`src/rtl/mcu_rst_req_pkg.sv`:
```
// rtl/mcu_rst_req_pkg.sv - shared constants and types for the reset request generator
package mcu_rst_req_pkg;

  localparam logic [9:0] REG_CTRL      = 10'd0;
  localparam logic [9:0] REG_SWRESET   = 10'd1;
  localparam logic [9:0] REG_RESETINFO = 10'd2;
  localparam logic [9:0] REG_STATUS    = 10'd3;

  localparam int INFO_CPU     = 0;
  localparam int INFO_WDOG    = 1;
  localparam int INFO_LOCKUP  = 2;
  localparam int INFO_SW      = 3;
  localparam int INFO_TIMEOUT = 4;
  localparam int INFO_W       = 5;

  localparam logic [15:0] SW_KEY_DEFAULT = 16'h05FA;

  typedef enum logic [1:0] {
    ST_IDLE    = 2'b00,
    ST_ASSERT  = 2'b01,
    ST_WAIT    = 2'b10,
    ST_HOLDOFF = 2'b11
  } rst_state_e;

endpackage

```
`src/rtl/mcu_rst_req_gen_if.sv`:
```
// rtl/mcu_rst_req_gen_if.sv - APB register bus for the reset request generator
interface mcu_rst_req_gen_if;

  logic        PSEL;
  logic        PENABLE;
  logic        PWRITE;
  logic [11:2] PADDR;
  logic [31:0] PWDATA;
  logic [31:0] PRDATA;
  logic        PREADY;
  logic        PSLVERR;

  modport master (
    output PSEL, PENABLE, PWRITE, PADDR, PWDATA,
    input  PRDATA, PREADY, PSLVERR
  );

  modport slave (
    input  PSEL, PENABLE, PWRITE, PADDR, PWDATA,
    output PRDATA, PREADY, PSLVERR
  );

endinterface

```
`src/rtl/mcu_rst_req_apb_regs.sv`:
```
// rtl/mcu_rst_req_apb_regs.sv - APB decode, CTRL, sticky RESETINFO and read mux
module mcu_rst_req_apb_regs
  import mcu_rst_req_pkg::*;
#(
  parameter logic [15:0] SW_KEY = SW_KEY_DEFAULT
) (
  input  logic                clk,
  input  logic                NRST,
  mcu_rst_req_gen_if.slave    apb,
  input  logic                cpu_req,
  input  logic                wdog_req,
  input  logic                lockup,
  input  logic                timeout_set,
  input  rst_state_e          state,
  output logic                sw_req,
  output logic                lockupreset
);

  logic              ctrl_q, ctrl_d;
  logic              sw_req_q, sw_req_d;
  logic [INFO_W-1:0] info_q, info_d;
  logic [INFO_W-1:0] info_set, info_clr;
  logic [31:0]       prdata;
  logic              wr;
  logic              unused_pwdata;

  assign wr            = apb.PSEL & apb.PENABLE & apb.PWRITE;
  assign unused_pwdata = ^apb.PWDATA[15:5];

  always_comb begin
    ctrl_d   = ctrl_q;
    sw_req_d = 1'b0;
    info_clr = '0;
    info_set = '0;

    if (wr && apb.PADDR == REG_CTRL) begin
      ctrl_d = apb.PWDATA[0];
    end
    // Registered so the request reaches the FSM one cycle after the write.
    if (wr && apb.PADDR == REG_SWRESET && apb.PWDATA[31:16] == SW_KEY && apb.PWDATA[0]) begin
      sw_req_d = 1'b1;
    end
    if (wr && apb.PADDR == REG_RESETINFO) begin
      info_clr = apb.PWDATA[INFO_W-1:0];
    end

    info_set[INFO_CPU]     = cpu_req;
    info_set[INFO_WDOG]    = wdog_req;
    info_set[INFO_LOCKUP]  = lockup & ctrl_q;
    info_set[INFO_SW]      = sw_req_q;
    info_set[INFO_TIMEOUT] = timeout_set;

    // Set after clear so a new event is never lost to a concurrent W1C.
    info_d = (info_q & ~info_clr) | info_set;
  end

  always_ff @(posedge clk or negedge NRST) begin
    if (!NRST) begin
      ctrl_q   <= 1'b0;
      sw_req_q <= 1'b0;
      info_q   <= '0;
    end else begin
      ctrl_q   <= ctrl_d;
      sw_req_q <= sw_req_d;
      info_q   <= info_d;
    end
  end

  always_comb begin
    prdata = 32'd0;
    if (apb.PSEL) begin
      case (apb.PADDR)
        REG_CTRL:      prdata = {31'd0, ctrl_q};
        REG_RESETINFO: prdata = {{(32-INFO_W){1'b0}}, info_q};
        REG_STATUS:    prdata = {29'd0, state, (state != ST_IDLE)};
        default:       prdata = 32'd0;
      endcase
    end
  end

  assign apb.PRDATA  = prdata;
  assign apb.PREADY  = 1'b1;
  assign apb.PSLVERR = 1'b0;
  assign sw_req      = sw_req_q;
  assign lockupreset = ctrl_q;

endmodule

```
`src/rtl/mcu_rst_req_gen.sv`:
```
// rtl/mcu_rst_req_gen.sv - stretches reset requests into SYSRESETREQ and waits for HRESETn
module mcu_rst_req_gen
  import mcu_rst_req_pkg::*;
#(
  parameter int          PULSE_CYCLES   = 4,
  parameter int          TIMEOUT_CYCLES = 255,
  parameter logic [15:0] SW_KEY         = SW_KEY_DEFAULT
) (
  input  logic             clk,
  input  logic             NRST,
  mcu_rst_req_gen_if.slave apb,
  input  logic             CPU_SYSRESETREQ,
  input  logic             WDOG_RESETREQ,
  input  logic             LOCKUP,
  input  logic             HRESETn,
  output logic             SYSRESETREQ,
  output logic             LOCKUPRESET
);

  localparam int CNT_MAX = (PULSE_CYCLES > TIMEOUT_CYCLES) ? PULSE_CYCLES : TIMEOUT_CYCLES;
  localparam int CNT_W   = $clog2(CNT_MAX + 1);
  localparam logic [CNT_W-1:0] PULSE_LOAD   = CNT_W'(PULSE_CYCLES - 1);
  localparam logic [CNT_W-1:0] TIMEOUT_LOAD = CNT_W'(TIMEOUT_CYCLES - 1);

  rst_state_e       state_q, state_d;
  logic [CNT_W-1:0] cnt_q, cnt_d, cnt_dec;
  logic             sysresetreq_q, sysresetreq_d;
  logic             sw_req;
  logic             trigger;
  logic             timeout_set;

  assign trigger = CPU_SYSRESETREQ | WDOG_RESETREQ | sw_req;

  mcu_rst_req_apb_regs #(
    .SW_KEY (SW_KEY)
  ) u_regs (
    .clk         (clk),
    .NRST        (NRST),
    .apb         (apb),
    .cpu_req     (CPU_SYSRESETREQ),
    .wdog_req    (WDOG_RESETREQ),
    .lockup      (LOCKUP),
    .timeout_set (timeout_set),
    .state       (state_q),
    .sw_req      (sw_req),
    .lockupreset (LOCKUPRESET)
  );

  always_comb begin
    state_d     = state_q;
    cnt_d       = cnt_q;
    timeout_set = 1'b0;
    cnt_dec     = (cnt_q == '0) ? '0 : cnt_q - CNT_W'(1);

    // Triggers outside IDLE only reach RESETINFO; the counter is never restarted.
    case (state_q)
      ST_IDLE: begin
        if (trigger) begin
          state_d = ST_ASSERT;
          cnt_d   = PULSE_LOAD;
        end
      end
      ST_ASSERT: begin
        if (cnt_q == '0) begin
          state_d = ST_WAIT;
          cnt_d   = TIMEOUT_LOAD;
        end else begin
          cnt_d = cnt_dec;
        end
      end
      ST_WAIT: begin
        if (!HRESETn) begin
          state_d = ST_HOLDOFF;
        end else if (cnt_q == '0) begin
          state_d     = ST_IDLE;
          timeout_set = 1'b1;
        end else begin
          cnt_d = cnt_dec;
        end
      end
      ST_HOLDOFF: begin
        if (HRESETn) begin
          state_d = ST_IDLE;
        end
      end
      default: state_d = ST_IDLE;
    endcase

    sysresetreq_d = (state_d == ST_ASSERT) || (state_d == ST_WAIT);
  end

  always_ff @(posedge clk or negedge NRST) begin
    if (!NRST) begin
      state_q       <= ST_IDLE;
      cnt_q         <= '0;
      sysresetreq_q <= 1'b0;
    end else begin
      state_q       <= state_d;
      cnt_q         <= cnt_d;
      sysresetreq_q <= sysresetreq_d;
    end
  end

  assign SYSRESETREQ = sysresetreq_q;

endmodule
```
`src/flat_wrapper.sv`:
```
// flat-port wrapper written by rule: the top's interface ports become plain ports
module mcu_rst_req_gen_flat import mcu_rst_req_pkg::*;
#(
  parameter int          PULSE_CYCLES   = 4,
  parameter int          TIMEOUT_CYCLES = 255,
  parameter logic [15:0] SW_KEY         = SW_KEY_DEFAULT
)
  (clk, NRST, CPU_SYSRESETREQ, WDOG_RESETREQ, LOCKUP, HRESETn, SYSRESETREQ, LOCKUPRESET, apb_PSEL, apb_PENABLE, apb_PWRITE, apb_PADDR, apb_PWDATA, apb_PRDATA, apb_PREADY, apb_PSLVERR);
  mcu_rst_req_gen_if apb_i ();
  input  logic clk;
  input  logic NRST;
  input  logic CPU_SYSRESETREQ;
  input  logic WDOG_RESETREQ;
  input  logic LOCKUP;
  input  logic HRESETn;
  output logic SYSRESETREQ;
  output logic LOCKUPRESET;
  input wire logic [$bits(apb_i.PSEL)-1:0] apb_PSEL;
  input wire logic [$bits(apb_i.PENABLE)-1:0] apb_PENABLE;
  input wire logic [$bits(apb_i.PWRITE)-1:0] apb_PWRITE;
  input wire logic [$bits(apb_i.PADDR)-1:0] apb_PADDR;
  input wire logic [$bits(apb_i.PWDATA)-1:0] apb_PWDATA;
  output wire logic [$bits(apb_i.PRDATA)-1:0] apb_PRDATA;
  output wire logic [$bits(apb_i.PREADY)-1:0] apb_PREADY;
  output wire logic [$bits(apb_i.PSLVERR)-1:0] apb_PSLVERR;
  assign apb_i.PSEL = apb_PSEL;
  assign apb_i.PENABLE = apb_PENABLE;
  assign apb_i.PWRITE = apb_PWRITE;
  assign apb_i.PADDR = apb_PADDR;
  assign apb_i.PWDATA = apb_PWDATA;
  assign apb_PRDATA = apb_i.PRDATA;
  assign apb_PREADY = apb_i.PREADY;
  assign apb_PSLVERR = apb_i.PSLVERR;
  mcu_rst_req_gen #(.PULSE_CYCLES(PULSE_CYCLES), .TIMEOUT_CYCLES(TIMEOUT_CYCLES), .SW_KEY(SW_KEY)) u_core (.clk(clk), .NRST(NRST), .apb(apb_i), .CPU_SYSRESETREQ(CPU_SYSRESETREQ), .WDOG_RESETREQ(WDOG_RESETREQ), .LOCKUP(LOCKUP), .HRESETn(HRESETn), .SYSRESETREQ(SYSRESETREQ), .LOCKUPRESET(LOCKUPRESET));
endmodule
```
`config.mk`:
```
export PLATFORM = sky130hd
export DESIGN_NAME = mcu_rst_req_gen_flat
export DESIGN_NICKNAME = d
export VERILOG_FILES = /design/src/rtl/mcu_rst_req_pkg.sv /design/src/rtl/mcu_rst_req_gen_if.sv /design/src/rtl/mcu_rst_req_apb_regs.sv /design/src/rtl/mcu_rst_req_gen.sv /design/src/flat_wrapper.sv
export SDC_FILE = /design/constraint.sdc
export NUM_CORES = 1
export LEC_CHECK = 0
export ABC_AREA = 1
export BUFFER_PORTS_ARGS = -buffer_cell sky130_fd_sc_hd__buf_4
export CAP_MARGIN = 20
export CELL_PAD_IN_SITES_DETAIL_PLACEMENT = 0
export CELL_PAD_IN_SITES_GLOBAL_PLACEMENT = 1
export CORE_ASPECT_RATIO = 0.6
export CORE_MARGIN = 3
export CORE_UTILIZATION = 27
export DETAILED_ROUTE_END_ITERATION = 6
export PLACE_DENSITY_LB_ADDON = 0.2
export SYNTH_ARGS = -nofsm -noshare
export SYNTH_HDL_FRONTEND = slang
export SYNTH_SLANG_ARGS = --single-unit
```
`constraint.sdc`:
```
create_clock -name clk -period 1.6 [get_ports clk]
set_clock_uncertainty 0.05 [all_clocks]
set_input_delay 0.08 -clock clk [delete_from_list [all_inputs] [get_ports clk]]
set_output_delay 0.08 -clock clk [all_outputs]
set_load 0.05 [all_outputs]
```
# --- After elaboration in Yosys (flattened, before gate mapping) ---
# Cells that the tools add are included.
word_totals:
  inputBits: 51
  word_cells: 57
  ff_bits: 18
  out_inout_bits: 36
classes:
  bitwise: 8
  n_mux: 18
  n_reduce_logical: 12
  n_eq_ne: 12
  addsub: 1
ops:
  columns: ["operator", "n"]
  rows:
  - ["8-bit two-way mux", 4]
  - ["8-bit one-hot mux with 3 select lines", 1]
  - ["10-bit by 2-bit == test with 1-bit output (second input constant)", 2]
  - ["16-bit by 11-bit == test with 1-bit output (second input constant)", 1]
  - ["5-bit one-hot mux with 3 select lines", 1]
  - ["10-bit by 1-bit == test with 1-bit output (second input constant)", 1]
  - ["10-bit zero test", 1]
  - ["2-bit two-way mux", 5]
  - ["5-bit two-way mux", 2]
  - ["8-bit zero test", 1]
  - ["2-bit one-hot mux with 4 select lines", 1]
  - ["8-bit by 1-bit subtractor with 8-bit output (second input constant)", 1]
  - ["2-bit == test (second input constant)", 3]
  - ["5-bit bitwise AND", 1]
  - ["1-bit logical AND", 5]
  - ["5-bit NOT", 1]
  - ["5-bit OR", 1]
  - ["2-bit by 1-bit == test with 1-bit output (second input constant)", 2]
  - ["1-bit two-way mux", 4]
  - ["2-bit inequality test (second input constant)", 2]
  - ["4-bit AND reduction", 1]
  - ["1-bit bitwise AND", 3]
  - ["3-bit nonzero test", 1]
  - ["2-bit zero test", 1]
  - ["other kinds (4)", 5]

# --- Logic depth before layout (Yosys ltp) ---
# Gate-level depths: netlist of the first run.
depth:
  word_depth: 7
  mapped_depth: 12
  ltp_nobuf: 12

# --- Hierarchy ---
# From an unflattened synthesis of the first run, not the netlist that was laid out.
hier_totals:
  hier_cells: 226
  hier_area_um2: 1572.8
by_module_without_submodules:
  columns: ["module", "instances", "area_each_um2", "seq_area_each_um2", "cells_each"]
  rows:
  - ["mcu_rst_req_gen", 1, 844.6, 275.3, 115]
  - ["mcu_rst_req_apb_regs", 1, 728.2, 175.2, 111]

# --- Worst setup path after synthesis of the first run ---
# Ideal clock, no wire load.
synth_path:
  path_type: "register to output"
  startpoint: "register u_core.u_regs.ctrl_q (netlist: u_core.u_regs.lockupreset)"
  endpoint: "output port apb_PRDATA[0]"
  path_stages_with_launch: 3
  slack_ns: -0.221
  path_buffers: 0
  arrival_time_ns: 1.691
  required_ns: 1.470
  path_cell_list: "dfrtp_1 -> nand4_1 -> a31oi_1"
synth_via:
  elab_chain_cells: 2
synth_rtl:
  columns: ["item", "line", "text"]
  rows:
  - ["from (decl)", "mcu_rst_req_apb_regs.sv:19", "logic ctrl_q, ctrl_d;"]
  - ["from (signal assigned)", "mcu_rst_req_apb_regs.sv:63", "ctrl_q <= ctrl_d;"]
  - ["5-bit one-hot mux with 3 select lines", "mcu_rst_req_apb_regs.sv:72", "case (apb.PADDR)"]
  - ["5-bit two-way mux", "mcu_rst_req_apb_regs.sv:71", "if (apb.PSEL) begin"]
  - ["to (decl)", "flat_wrapper.sv:23", "output wire logic [$bits(apb_i.PRDATA)-1:0] apb_PRDATA;"]
# No other way between the ends.

# --- Worst setup path in the final report of the first run ---
layout_path:
  startpoint: "register u_core.state_q[1]"
  endpoint: "output port apb_PRDATA[0]"
layout_via:
  elab_chain_cells: 3
layout_rtl:
  columns: ["item", "line", "text"]
  rows:
  - ["from (decl)", "mcu_rst_req_gen.sv:25", "rst_state_e state_q, state_d;"]
  - ["from (signal assigned)", "mcu_rst_req_gen.sv:98", "state_q <= state_d;"]
  - ["2-bit nonzero test", "mcu_rst_req_apb_regs.sv:75", "REG_STATUS: prdata = {29'd0, state, (state != ST_IDLE)};"]
  - ["5-bit one-hot mux with 3 select lines", "mcu_rst_req_apb_regs.sv:72", null]
  - ["5-bit two-way mux", "mcu_rst_req_apb_regs.sv:71", null]
# No other way between the ends.

==> results of run 1 <==
## timing repair
item	in CTS	in global routing
setup endpoints to repair	8	12
buffers inserted	4	4
hold endpoints to repair	21	0
hold buffers	4	0
pin swaps	9	10
resized for setup	20	15
## worst paths after layout
path,start,end
setup reg to reg,u_core.state_q[0],u_core.SYSRESETREQ
hold reg to reg,u_core.u_regs.sw_req,u_core.u_regs.info_q[3]
setup / recovery,u_core.state_q[1],apb_PRDATA[0]
hold / removal,apb_PWDATA[18],u_core.u_regs.sw_req
min in group asynchronous,NRST,u_core.cnt_q[2]
max in group asynchronous,NRST,u_core.u_regs.lockupreset
## worst max-delay path, stage by stage (launching register included)
cell and delay, ns:
dfrtp_1 0.40, inv_2 0.07, ha_4 0.16, inv_2 0.05, buf_6 0.09, nand4_1 0.09, a31oi_2 0.16, buf_6 0.18
## cell type report
type                            instances  area (sq um)  share of cell area (%)
Clock buffer                            4          55.1                    2.46
Inverter                               26          97.6                    4.36
Multi-Input combinational cell        161           943                    42.1
Sequential cell                        18           450                    20.1
Tap cell                               66          82.6                    3.69
Timing Repair Buffer                   76           611                    27.3
## power by group through the flow
stage / logic (mW) / clock network [mW] / registers (mW)
after floorplan: 1.28 / 0 / 0.759
after global placement: 1.91 / 0 / 0.721
after detailed placement: 1.90 / 0 / 0.719
after CTS: 2.15 / 0.395 / 0.708
after global routing: 2.58 / 0.423 / 0.740
final: 2.32 / 0.380 / 0.716
## kinds of logic after synthesis
family | after synthesis | synth area share (%)
AOI/OAI and AO/OA | 18 | 7.46
xor gates and xnor gates | 4 | 2.32
adders and majority gates | 6 | 4.97
buffers and inverters | 56 | 21.1
DFF | 18 | 29.8
other | 2 | 0.497
and+or+nand+nor | 104 | 33.8
## cells in the mapped netlist
| cell type | number |
|---|---|
| or2_2 | 1 |
| nand3_4 | 1 |
| nand3_1 | 10 |
| nor3_1 | 1 |
| o21a_1 | 1 |
| nor2_2 | 2 |
| nand2_2 | 4 |
| xnor2_1 | 3 |
| ha_1 | 6 |
| a31oi_1 | 1 |
| inv_2 | 2 |
| inv_1 | 24 |
| or2_1 | 1 |
| dfrtp_1 | 18 |
| xor2_1 | 1 |
| nand2_1 | 48 |
| nor2_4 | 3 |
| and3_1 | 1 |
| nor4_1 | 1 |
| nor3_4 | 2 |
| o211ai_1 | 1 |
| buf_4 | 29 |
| o21ai_0 | 6 |
| o21ai_1 | 1 |
| a22oi_1 | 2 |
| a21oi_1 | 3 |
| nand4_1 | 8 |
| conb_1 | 2 |
| nor2_1 | 21 |
| clkbuf_1 | 1 |
| o21ai_2 | 3 |
## per-layer routing
| metal | up-vias | share of wire (%) | wire length [um] | global-route usage [%] |
|---|---|---|---|---|
| met5 | - | 0 | 0 | 0 |
| met3 | 2 | 4.6 | 190 | 2.84 |
| met1 | 605 | 58 | 2400 | 21.2 |
| li1 | 758 | - | - | - |
| met4 | 0 | 0.53 | 22 | 1.96 |
| met2 | 36 | 37 | 1530 | 16.6 |
## sequential cells by signal, indices dropped and copies added (netlist names)
register,count
u_core.state_q,2
u_core.u_regs.sw_req,1
u_core.u_regs.lockupreset,1
u_core.cnt_q,8
u_core.u_regs.info_q,5
u_core.SYSRESETREQ,1
## through the flow
step | power, mW | hold WS, ns | cell area (sq um)
after CTS | 3.25 | 0.00775 | 2160
final | 3.42 | 0.0174 | 2240
after global routing | 3.74 | 0.0262 | 2240
after floorplan | 2.04 | -0.266 | 1630
after global placement | 2.63 | -0.0756 | 1970
after detailed placement | 2.62 | -0.0806 | 1970
==> results.py, run 1 <==
metrics = {
    "die": {
        "die_area_sq_mm": 0.00656,
        "die_x_um": 103,
        "initial_core_util_pct": 28.9,
        "core-area_sq_mm": 0.00523,
        "row_count": 20,
        "die_h_um": 63.9,
        "io_pins": 87,
    },
    "setup_path": {
        "required_ns": 1.47,
        "cp_data_arrival_time_ns": 1.45,
        "path_class": "reg -> out",
        "worst-r2r-cell-count": 10,
        "worstPathMaxFanout": 2,
        "regToRegSetupSlack_ns": 0.04,
        "end_kind": "output pin",
        "cp-start-kind": "flip-flop",
    },
    "global_route": {
        "grt_pass1_vias": 1362,
        "grt_pass1_wl_um": 6560,
        "grt_max_degree": 19,
        "grt_antenna_before_repair": 0,
        "grt_usage_pct": 12.8,
        "grt.overflow.total": 0,
    },
    "power_and_ir_drop": {
        "p_sw_mw": 1.57,
        "combPwrFrac_pct": 67.9,
        "p_sw_share_pct": 46.1,
        "power.share.sequential_pct": 21.0,
        "pwr-share-clk_pct": 11.1,
        "p_int_mw": 1.84,
        "power.leakage_nw": 1.18,
        "vdd_drop_max_mv": 0.636,
        "cellPowerDensity_mw_per_mm2": 1530,
    },
    "timing": {
        "clock.fmax_mhz": 631,
        "hold_viol_final": 0,
        "final.min_clock_period_ns": 1.58,
        "rsz0062_at_grt": "yes",
        "setup_ws_ns": 0.0157,
        "slew_violations": 0,
        "finalSetupTns_ns": 0,
        "fin_crit_sh_pct": 99.0,
        "setup_violations": 0,
    },
    "placement": {
        "hpwlAfterDp_um": 3330,
        "place_inst": 335,
        "port_buffers": 46,
        "place_ws_ns": -0.0526,
        "gp_congestion": 0.801,
    },
    "synth": {
        "syn-cell-area_sq_mm": 0.00151,
        "yosysTopAreaCell": "dfrtp_1",
        "avgSynthCellArea_sq_um": 7.26,
        "ys_seq_area_share_pct": 29.8,
        "yosys_warnings": 0,
        "netlist_instances": 208,
        "ys_types": 31,
        "ys_ff_latch": 18,
        "synth_top_area_share_pct": 29.8,
        "synth_area_leaders": "dfrtp_1, buf_4, nand2_1, inv_1, nor2_1",
    },
    "final_layout": {
        "antenna_cells": 0,
        "fin_util_pct": 42.8,
        "area_growth_pct": 48.3,
        "final_cell_mix": "buf_4, nand2_1, conb_1",
        "layout-drive-gt1-share_pct": 40.7,
        "final_cells": 351,
        "fin_nets": 343,
        "fillers": 534,
        "layout_commonest_cell": "buf_4",
    },
    "clocking": {
        "cts_buffer_depth": 2,
        "numCtsBuffers": 3,
        "clk_latency_ns": 0.26,
        "cts_root_buffer": "clkbuf_8",
        "cts.sinks": 18,
        "htree_levels": 1,
        "tritoncts": "built",
        "cts.clk_slew.worst_paths_ns": 0.08,
    },
    "drt": {
        "drtIter0Drc": 44,
        "drt_wl_total_um": 4140,
        "drtPass1Iterations": 4,
        "ant_nets": 0,
        "wire_per_inst_um": 11.8,
        "vias": 1401,
        "viasPerCell": 3.99,
        "drc_errors": 0,
    },
    "worst_hold_path": {
        "hp-class": "in -> reg",
        "whs_path_depth": 4,
    },
    "outcome": {
        "status": "completed",
    },
    "flow_run": {
        "drv_cap": 0,
    },
}
Note: power is estimated with default switching activity, not from simulation.
==> inputs of run 2 (changes only) <==
Settings changed: PLACE_DENSITY_LB_ADDON 0.2 to 0.25.
==> run 2 against run 1 <==
Critical endpoint unchanged. Largest cell class unchanged. Combinational power decreased by 9.1%. Via count increased by 0.71%. Largest power group unchanged. First-iteration DRC count increased by 20%. Routed wire length decreased by 3.2%. Clock-buffer cell count did not move. Total power is 6.2% lower. Register-to-register slack about the same. Non-clock buffer count shrank 8. Final cell count is 2.3% lower. Utilization is 1.3 points lower. Worst setup slack about the same. Critical path depth unchanged.
==> results.py, run 2 (same netlist as run 1, synthesis figures left out) <==
metrics = {
    "outcome": {
        "status": "completed",
    },
    "final_layout": {
        "fillers": 551,
        "layout-drive-gt1-share_pct": 38.6,
        "reg_top3": "u_core.cnt_q: 8 flops, u_core.u_regs.info_q: 5 flops, u_core.state_q: 2 flops",
        "layout_commonest_cell": "buf_4",
        "fin_nets": 335,
        "final_cell_mix": "buf_4, nand2_1, conb_1",
        "antenna_cells": 0,
        "largest_reg_flops": 8,
        "design_area_sq_mm": 0.00217,
        "area_growth_pct": 43.9,
        "regMostFlops": "u_core.cnt_q",
    },
    "drt": {
        "drtIter0Drc": 53,
        "drtPass1Iterations": 4,
        "vias": 1411,
        "drc_errors": 0,
        "viasPerCell": 4.11,
        "drt_wl_total_um": 4010,
        "wire_per_inst_um": 11.7,
        "ant_nets": 0,
    },
    "clocking": {
        "numCtsBuffers": 3,
        "cts_buffer_depth": 2,
        "tritoncts": "built",
        "cts_root_buffer": "clkbuf_8",
        "htree_levels": 1,
        "clk_latency_ns": 0.26,
        "cts.clk_slew.worst_paths_ns": 0.08,
        "cts.sinks": 18,
    },
    "setup_path": {
        "r2r_end": "u_core.SYSRESETREQ",
        "end_kind": "output pin",
        "rr_startpoint": "u_core.state_q[1]",
        "path_class": "reg -> out",
        "worst-r2r-cell-count": 10,
        "regToRegSetupSlack_ns": 0.03,
        "required_ns": 1.47,
        "cp_data_arrival_time_ns": 1.45,
        "worstPathMaxFanout": 3,
        "cp-start-kind": "flip-flop",
    },
    "power_and_ir_drop": {
        "cellPowerDensity_mw_per_mm2": 1470,
        "power.leakage_nw": 1.14,
        "vdd_drop_max_mv": 0.464,
        "finalPower_mw": 3.21,
    },
    "placement": {
        "dpl_cell_area_sq_mm": 0.00195,
        "hpwlAfterDp_um": 3200,
        "gp_congestion": 0.829,
        "place_ws_ns": -0.0110,
        "port_buffers": 46,
    },
    "timing": {
        "finalSetupTns_ns": 0,
        "slew_violations": 0,
        "setup_ws_ns": 0.0153,
        "hold_viol_final": 0,
        "setup_violations": 0,
        "fin_crit_sh_pct": 99.0,
        "final.min_clock_period_ns": 1.58,
        "clock.fmax_mhz": 631,
        "rsz0062_at_grt": "yes",
    },
    "worst_hold_path": {
        "whs_endpoint": "u_core.u_regs.sw_req",
        "hp-class": "in -> reg",
        "whs_path_depth": 4,
        "worstHoldStart": "apb_PWDATA[16]",
    },
    "global_route": {
        "grt_antenna_before_repair": 0,
        "grt_usage_pct": 12.3,
        "grt.overflow.total": 0,
        "grt_pass1_wl_um": 6410,
        "grt_max_degree": 19,
        "grt_pass1_vias": 1313,
    },
    "die": {
        "core-area_sq_mm": 0.00523,
        "die_h_um": 63.9,
        "io_pins": 87,
        "row_count": 20,
        "die_area_sq_mm": 0.00656,
        "initial_core_util_pct": 28.9,
        "die_x_um": 103,
    },
    "flow_run": {
        "drv_cap": 0,
    },
}
[run 2: changes by cell type in the layout (fill, tap and decap cells not counted)]
cell and change:
buf_4 -6, nor2_2 +3, buf_12 +1, inv_1 +4
ha_4 -2, ha_2 +1, nor2_4 +1, buf_6 -3
inv_2 -4, ha_1 +1, nor2_1 -4
[run 2: per-stage QoR]
stage                     utilization [%]  hold slack [ns]  std cells
after floorplan                         -           -0.266        235
after global placement               37.3          -0.0780        331
after detailed placement             37.3          -0.0732        331
after CTS                            40.0           0.0176        340
after global routing                 41.6           0.0339        343
final                                41.6           0.0230        343
[run 2: cell type report]
cell class	instances	area (sq um)	area share [%]
multi-input combinational	161	936	43.1
clock buffer	4	55.1	2.53
timing repair buffer	68	552	25.4
inverter	26	97.6	4.49
sequential	18	450	20.7
tap	66	82.6	3.80
[run 2: worst max-delay path by stage]
| stage | cells after the start | slack [ns] | startpoint | endpoint |
|---|---|---|---|---|
| 5_1_grt | 11 | -0.08 | u_core.cnt_q[0] | u_core.SYSRESETREQ |
| 3_3_place_gp | 9 | 0.003 | u_core.state_q[1] | u_core.cnt_q[7] |
| 3_5_place_dp | 9 | -0.01 | u_core.state_q[1] | u_core.cnt_q[4] |
| 4_1_cts | 8 | -0.006 | u_core.state_q[1] | u_core.cnt_q[4] |
| 6_report | 7 | 0.02 | u_core.state_q[1] | apb_PRDATA[0] |
| 2_1_floorplan | 7 | 0.008 | apb_PADDR[3] | apb_PRDATA[3] |
[run 2: metal layers]
metal / global-route usage (%) / wire [um]
met5: 0 / 0
met4: 1.47 / 0
met3: 2.84 / 218
met1: 21.0 / 2210
met2: 15.1 / 1580
[run 2: timing repair]
action | CTS | global route
setup buffers | 1 | 3
endpoints found under the hold margin | 21 | 0
hold buffers | 4 | 0
gates resized for setup | 13 | 17
pin swaps | 6 | 15
endpoints found under the setup margin | 9 | 12
[run 2: worst max-delay path, stage by stage, from the launching register on]
cell     delay, ns
dfrtp_1       0.40
inv_2         0.08
ha_4          0.16
inv_2         0.05
buf_6         0.09
nand4_1       0.08
a31oi_2       0.15
buf_6         0.18
[run 2: power by group]
| group | switching [mW] | internal (mW) |
|---|---|---|
| Clock | 0.161 | 0.219 |
| Sequential | 0.112 | 0.602 |
| Combinational | 1.24 | 0.867 |
==> inputs of run 3 (changes only) <==
Settings changed: REMOVE_ABC_BUFFERS set to 1, SYNTH_HIERARCHICAL set to 1.
==> run 3 against run 2 <==
Flip-flop and latch count unchanged. Sequential share of layout area decreased by 0.73 points. Largest power group unchanged. Utilization grew 0.82 points. Combinational power grew 6%. Highest routed layer is now met4. Via count up 5.1%. Area after synthesis is 4.1% higher. Maximum frequency is 0.35% higher.
==> results.py, run 3 <==
metrics = {
    "timing": {
        "final.min_clock_period_ns": 1.58,
        "hold_viol_final": 0,
        "clock.fmax_mhz": 633,
        "fin_crit_sh_pct": 98.7,
        "setup_ws_ns": 0.0208,
        "setup_violations": 0,
        "slew_violations": 0,
        "rsz0062_at_grt": "yes",
    },
    "setup_path": {
        "end_kind": "flip-flop",
        "required_ns": 1.70,
        "path_class": "reg -> reg",
        "critPathBufInv": 1,
        "crit_path_max_incr_delay_ns": 0.41,
        "cp_slowest_cell": "dfrtp_1",
        "crit_family": "simple AND/OR/NAND/NOR gates",
        "cp-start-kind": "flip-flop",
        "cp_cell_sequence": "nor2_2 -> nand2_4 -> nor2_4 -> buf_12 -> nand2_8 -> and2_4 -> nand2_4 -> nand2_2 -> nand2_1 -> nand2_1",
        "worstPathMaxFanout": 3,
        "cp_data_arrival_time_ns": 1.68,
    },
    "drt": {
        "drc_errors": 0,
        "viasPerCell": 3.99,
        "wire_per_inst_um": 10.9,
        "met2_length_um": 1740,
        "vias": 1483,
        "wl_met3_um": 213,
        "drtIter0Drc": 66,
        "drt_wl_total_um": 4040,
        "wl_met1_um": 2080,
        "ant_nets": 0,
        "top_layer": "met4",
        "drtPass1Iterations": 4,
    },
    "outcome": {
        "status": "completed",
    },
    "synth": {
        "yosys.cell_count.top_type": "nand2_1",
        "synthArstFlopShare_pct": 100,
        "ys_ff_latch": 18,
        "synth_top_flop_cell": "dfrtp_1",
        "synth_area_leaders": "dfrtp_1, nand2_1, buf_4, inv_1, ha_1",
        "yosys_warnings": 6,
        "ys_seq_area_share_pct": 28.6,
        "netlist_instances": 226,
        "avgSynthCellArea_sq_um": 6.96,
        "ys_types": 27,
        "synth_edf_count": 0,
        "syn-cell-area_sq_mm": 0.00157,
        "synth_top_area_share_pct": 28.6,
        "ys_top_cells_by_count": "nand2_1, inv_1, buf_4",
        "yosysTopAreaCell": "dfrtp_1",
    },
    "power_and_ir_drop": {
        "vdd_drop_max_mv": 0.602,
        "finalPower_mw": 3.28,
        "cellPowerDensity_mw_per_mm2": 1450,
        "p_sw_mw": 1.54,
        "combPwrFrac_pct": 68.1,
        "p_int_mw": 1.74,
        "pwr-share-clk_pct": 9.7,
        "power.leakage_nw": 1.18,
        "p_sw_share_pct": 47.0,
        "power.share.sequential_pct": 22.2,
    },
    "global_route": {
        "grt_pass1_vias": 1430,
        "grt_max_degree": 19,
        "grt_antenna_before_repair": 0,
        "grt_usage_pct": 12.3,
        "grt.overflow.total": 0,
        "grt_pass1_wl_um": 6750,
    },
    "final_layout": {
        "regMostFlops": "u_core/cnt_q",
        "area_growth_pct": 43.6,
        "largest_reg_flops": 8,
        "fin_nets": 355,
        "final_cell_mix": "buf_4, nand2_1, conb_1",
        "layout-drive-gt1-share_pct": 36.3,
        "antenna_cells": 0,
        "reg_top3": "u_core/cnt_q: 8 flops, u_core/u_regs/info_q: 5 flops, u_core/state_q: 2 flops",
    },
    "clocking": {
        "numCtsBuffers": 3,
        "clk_latency_ns": 0.25,
        "cts.clk_slew.worst_paths_ns": 0.07,
        "htree_levels": 1,
        "tritoncts": "built",
        "cts_root_buffer": "clkbuf_8",
        "cts.sinks": 18,
        "cts_buffer_depth": 2,
    },
    "worst_hold_path": {
        "hp-class": "in -> reg",
    },
    "die": {
        "io_pins": 87,
        "row_count": 20,
        "die_x_um": 105,
        "die_h_um": 65.1,
        "core-area_sq_mm": 0.00533,
        "die_area_sq_mm": 0.00681,
        "initial_core_util_pct": 29.5,
    },
    "placement": {
        "place_ws_ns": -0.0713,
        "hpwlAfterDp_um": 3180,
        "gp_congestion": 0.732,
        "port_buffers": 46,
    },
    "flow_run": {
        "drv_cap": 0,
    },
}
==> run 3: path summary, 6_finish.rpt <==
kind | start | endpoint | slack, ns | cells past startpoint
max in group asynchronous | NRST | u_core/state_q[1] | 1.10 | 2
max reg2reg | u_core/cnt_q[7] | u_core/SYSRESETREQ | 0.02 | 10
min in group asynchronous | NRST | u_core/cnt_q[0] | 0.18 | 2
min | apb_PWDATA[4] | u_core/u_regs/info_q[4] | 0.02 | 4
max | u_core/cnt_q[7] | u_core/SYSRESETREQ | 0.02 | 10
min reg2reg | u_core/u_regs/info_q[4] | u_core/u_regs/info_q[4] | 0.42 | 2
==> run 3: cell type report <==
cell class | count | area, sq um
clock buffers | 3 | 41.3
fillers | 560 | 3070
inverters | 30 | 113
multi-input cells | 175 | 990
flip-flops and latches | 18 | 452
well taps | 77 | 96.3
repair buffers | 69 | 567
==> run 3: through the flow <==
stage	cell area [sq um]	util, %	hold slack [ns]	instances	TNS (ns)
after floorplan	1450	-	-0.266	223	-0.0645
after global placement	1980	37.2	-0.0763	357	-0.0898
after detailed placement	1980	37.2	-0.0719	357	-0.291
after CTS	2110	39.6	0.0192	369	0
after global routing	2260	42.4	0.0238	372	-0.239
final	2260	42.4	0.0190	372	0
==> run 3: timing repair <==
action | CTS | global route
hold buffers | 5 | 0
endpoints found under the hold margin | 22 | 0
setup endpoints to repair | 9 | 12
cloned | 0 | 0
setup buffers | 4 | 3
pin swaps | 4 | 7
gates resized for setup | 4 | 28
==> run 3: logic make-up after synthesis <==
group	count (synthesis)	synth area share, %
AND/OR/NAND/NOR	123	38.0
buffers and inverters	60	21.7
flip-flops	18	28.6
AO/OA/AOI/OAI	16	5.57
adder cells (fa/ha/maj)	7	5.57
other	2	0.478
==> run 3: worst min-delay path, delay by kind of cell <==
family	cells	cell delay (ns)
buffers and inverters	1	0.08
and+or+nand+nor	3	0.13
==> run 3: per-layer routing <==
| layer | GRT usage (%) | vias to the layer above |
|---|---|---|
| li1 | - | 785 |
| met3 | 2.65 | 2 |
| met4 | 1.99 | 0 |
| met5 | 0 | - |
| met1 | 18.1 | 654 |
| met2 | 18.6 | 42 |
==> run 3: power groups by stage <==
stage | clock (mW) | sequential (mW) | combinational [mW]
floorplan | 0 | 0.741 | 1.19
global route | 0.364 | 0.754 | 2.47
detailed placement | 0 | 0.713 | 1.77
CTS | 0.341 | 0.703 | 1.90
finish | 0.320 | 0.727 | 2.23
global placement | 0 | 0.716 | 1.76
